==> src/rtl/fetch_unit.sv <==
// Instruction-fetch stage: owns the PC, fetches one word at a time over req/gnt/rvalid,
// holds it with decoded fields until consumed. Optional misaligned-target trap: FETCH_MISALIGN_TRAP_EN.
module fetch_unit #(
   parameter logic [31:0] RESET_PC  = 32'h0000_1000,
   parameter logic [31:0] NOP_INSTR = 32'h0000_0013
) (
   input  logic        clk,
   input  logic        rst,
   output logic        imem_req,
   output logic [31:0] imem_addr,
   input  logic        imem_gnt,
   input  logic        imem_rvalid,
   input  logic [31:0] imem_rdata,
   input  logic        stall,
   input  logic        pc_src,
   input  logic [31:0] imm_ext,
   output logic [31:0] pc,
   output logic [31:0] instr,
   output logic        instr_valid,
   output logic [6:0]  op_code,
   output logic [2:0]  funct3,
   output logic        funct7,
   output logic        fetch_err
);

   typedef enum logic [2:0] {BOOT, REQ, WAIT, HOLD, ERR} state_t;

   state_t      state, state_nxt;
   logic        consume;
   logic        misalign;
   logic [31:0] target;
   logic [31:0] pc_nxt;

   assign consume = (state == HOLD) && instr_valid && !stall;
   assign target  = pc_src ? pc + imm_ext : pc + 32'd4;

`ifdef FETCH_MISALIGN_TRAP_EN
   assign misalign = |target[1:0];
   assign pc_nxt   = target;
`else
   // Without the trap a misaligned target is silently rounded down to a word boundary.
   assign misalign = 1'b0;
   assign pc_nxt   = target & ~32'h3;
`endif

   always_ff @(posedge clk) begin
      if (rst) begin
         state       <= BOOT;
         pc          <= RESET_PC;
         instr       <= NOP_INSTR;
         instr_valid <= 1'b0;
      end else begin
         state <= state_nxt;
         if (state == WAIT && imem_rvalid) begin
            instr       <= imem_rdata;
            instr_valid <= 1'b1;
         end
         if (consume) begin
            instr       <= NOP_INSTR;
            instr_valid <= 1'b0;
            if (!misalign) pc <= pc_nxt;
         end
      end
   end

   always_comb begin
      state_nxt = state;
      case (state)
         BOOT:    state_nxt = REQ;
         REQ:     if (imem_gnt) state_nxt = WAIT;
         WAIT:    if (imem_rvalid) state_nxt = HOLD;
         HOLD:    if (consume) state_nxt = misalign ? ERR : REQ;
         ERR:     state_nxt = ERR;
         default: state_nxt = BOOT;
      endcase
   end

   always_comb begin
      imem_req  = (state == REQ);
      imem_addr = pc;
`ifdef FETCH_MISALIGN_TRAP_EN
      fetch_err = (state == ERR);
`else
      fetch_err = 1'b0;
`endif
   end

   assign op_code = instr[6:0];
   assign funct3  = instr[14:12];
   assign funct7  = instr[30];

endmodule

==> config.mk <==
export PLATFORM = sky130hd
export DESIGN_NAME = fetch_unit
export DESIGN_NICKNAME = d
export VERILOG_FILES = /design/src/rtl/fetch_unit.sv
export SDC_FILE = /design/constraint.sdc
export NUM_CORES = 1
export LEC_CHECK = 0
export CORE_MARGIN = 2
export CORE_UTILIZATION = 32
export CTS_BUF_LIST = sky130_fd_sc_hd__clkbuf_8
export DETAILED_ROUTE_END_ITERATION = 16
export DONT_BUFFER_PORTS = 1
export PLACE_DENSITY = 0.54
export SYNTH_ARGS = -nofsm -noshare
export SYNTH_HDL_FRONTEND = slang
export SYNTH_SLANG_ARGS = --single-unit
==> constraint.sdc <==
create_clock -name clk -period 5.45 [get_ports clk]
set_input_delay 0.8175 -clock clk [delete_from_list [all_inputs] [get_ports clk]]
set_output_delay 0.8175 -clock clk [all_outputs]
set_load 0.02 [all_outputs]
==> results.cfg <==
[clock_network]
clk_latency_ps = 360
cts_buffers = 9
ctsHoldBuffers = 0
cts_resized = 0
post_cts_buffers = 0
cts.clk_slew.worst_paths_ps = 80
cts_max_level = 3
cts_max_path_buffers = 2
cts_tree = done
clock-sinks = 66
cts-root-buf = clkbuf_8

[synthesis]
yosys-top-cells-area = dfxtp_1 (30%), nand2_1 (9.8%), a21oi_1 (8.8%)
ys_types = 56
synth.cell_area_sq_mm = 0.004335
synthArstFlopShare = 0
synth_seq_cells = 66
synth_flop_cell = dfxtp_1
netlist_instances = 568
synth-edff-count = 0
synth_top_cell_area_share = 0.3048
synth-seq-area-share = 0.3048
syn_area_per_cell_sq_um = 7.633
yosysTopAreaCell = dfxtp_1
ys_warn_count = 0

[sta]
layout_setup_ws_ps = 2353
hold_violations = 0
period_minus_slack_ps = 3097
max_freq_ghz = 0.3229
slew_viol_final = 0
worst_slew_pin_slew_ps = 1083
skew_ps = 10.03
period_share = 0.5682
slew_headroom = 0.2777
rsz0062_at_grt = false
setup_violations = 0
final.setup.tns_ps = 0

[power_and_ir_drop]
swShare = 0.2741
power_density_mw_per_mm2 = 232.6
peakVddDrop_uv = 133.2
p_int_w = 0.0007344
power_frac_clock = 0.419
p_switching_w = 0.0002773
p_leak_nw = 1.806
p_comb_frac = 0.078
pwr-share-seq = 0.503

[routing]
post_drt_wl_per_cell_microns = 15.95
viasPerCell = 5.192
detail-route-antenna-nets = 0
first_pass_iters = 4
num_vias = 3588
route.detailed.drc = 0
drt-total-wl_microns = 11020
drtIter0Drc = 169

[worst_setup_path]
startpoint_type = register
r2r-start = imem_addr[2]
critPathCapture = imem_addr[28]
required_ps = 5710
critical_path.startpoint = imem_addr[2]
crit_path_end_kind = register
r2r-end = imem_addr[28]
r2r_cells = 11
regToRegSetupSlack_ps = 2350
cp_max_fo = 4
cp.arrival_ps = 3360
criticalPathCategory = reg2reg

[cells_and_area]
area.growth.synth_to_final_pct = 0.3174
final_cell_mix = nand2_1 (113), a21oi_1 (76), dfxtp_1 (66)
layout_commonest_cell = nand2_1
nets = 609
postLayoutCellArea_sq_mm = 0.004349
drive_gt1_frac = 0.04864

[grt]
grt_overflow_total = 0
grt_pass1_vias = 3458
antenna_found_initial = 1
track_usage = 0.1514
grt_max_degree = 34
grt_pass1_wl_microns = 17310

[placed_design]
dpl_cell_area_sq_mm = 0.004146
dp_hpwl_microns = 8109
gp_congestion = 0.8756
pre_cts_ws_ps = 2125
portBuffers = 0

[floorplanning]
die_y_microns = 120.4
io_pins = 180
fp-row-count = 42
die-width_microns = 120.4
core_area_sq_mm = 0.01324
start_util = 0.3274
die_area_sq_mm = 0.01450

[min_path]
hold_class = in2reg

[run_status]
outcome = finished, final reports clean

[run]
max-cap-violations = 0
## synth_stat cells (2+ instances only)
master	count
nand2_1	113
nor2_1	26
dfxtp_1	66
and3_1	3
nor4b_1	2
o21ai_0	11
a21boi_0	2
nor2b_1	3
or3_1	2
nor4_1	3
xor2_1	8
a21oi_1	76
a22o_1	7
nand2b_1	7
clkbuf_1	30
nand4_1	8
a21o_1	17
inv_1	7
nor3_1	6
xnor2_1	12
buf_4	46
a31o_2	2
and2_1	30
mux2i_1	3
o211ai_1	2
nand4b_1	2
ha_1	29
nor3b_1	2
nand3_1	8
a211oi_1	8
a31oi_1	2
## through the flow
stage | cells | hold slack, ps | power (W) | utilization
2_1_floorplan | 572 | 504.8 | 0.0005934 | -
3_3_place_gp | 674 | 543.1 | 0.0005966 | 0.3131
3_5_place_dp | 674 | 551.2 | 0.0005989 | 0.3131
4_1_cts | 690 | 488.0 | 0.001039 | 0.3282
5_1_grt | 690 | 489.4 | 0.001062 | 0.3282
6_report | 691 | 524.7 | 0.001012 | 0.3284
## how the worst min path moves through the flow
| stage | end | cells after the start | start |
|---|---|---|---|
| finish | imem_addr[9] | 1 | rst |
| global route | imem_addr[6] | 1 | rst |
| CTS | imem_addr[5] | 1 | rst |
| detailed placement | instr[29] | 2 | instr[29] |
| global placement | state[2] | 1 | state[1] |
| floorplan | state[1] | 1 | state[2] |
## per-layer routing
metal	wire length, microns	part of all wire	global-route usage	vias up
met4	126	0.011	0.05451	0
met5	0	0	0	-
met2	5124	0.47	0.2482	135
met3	831	0.075	0.05283	11
li1	-	-	-	1799
met1	4937	0.45	0.1831	1643
## area by class of cell
class / count / area [sq um]
Antenna cell: 1 / 2.502
Inverter: 7 / 26.28
Clock buffer: 9 / 123.9
Clock inverter: 7 / 76.32
Fill cell: 1414 / 8894
Tap cell: 176 / 220.2
Timing Repair Buffer: 3 / 22.52
Sequential cell: 66 / 1321
Multi-Input combinational cell: 422 / 2556
## power groups by stage
stage	clock network (W)	registers [W]	logic, W
after floorplan	0	0.000514	0.0000791
after global placement	0	0.000520	0.0000768
after detailed placement	0	0.000520	0.0000786
after CTS	0.000451	0.000509	0.0000791
after global routing	0.000464	0.000510	0.0000887
final	0.000424	0.000509	0.0000785
## cell families after synthesis
logic type      after synthesis  synth area share
fa+ha+maj                    30           0.08831
xor+xnor                     20           0.04040
buf+inv                      84            0.1126
flops                        66            0.3048
other cells                   1         0.0008650
mux                           4          0.009524
simple gates                223            0.2450
compound gates              140            0.1986
## registers in the layout (all words and copies together), names as in the netlist
register / count
imem_addr: 30
instr: 32
instr_valid: 1
state: 3
## worst max-delay path, stage by stage (launching register included)
cell and delay [ps]:
dfxtp_1 610, ha_1 240, inv_1 50, fa_1 390, nand2b_1 190, a21oi_1 240
o211ai_1 180, a21oi_1 270, o21ai_0 220, a31oi_1 300, xor2_1 100, a22o_1 200
Power figures use the tool's default switching activity.
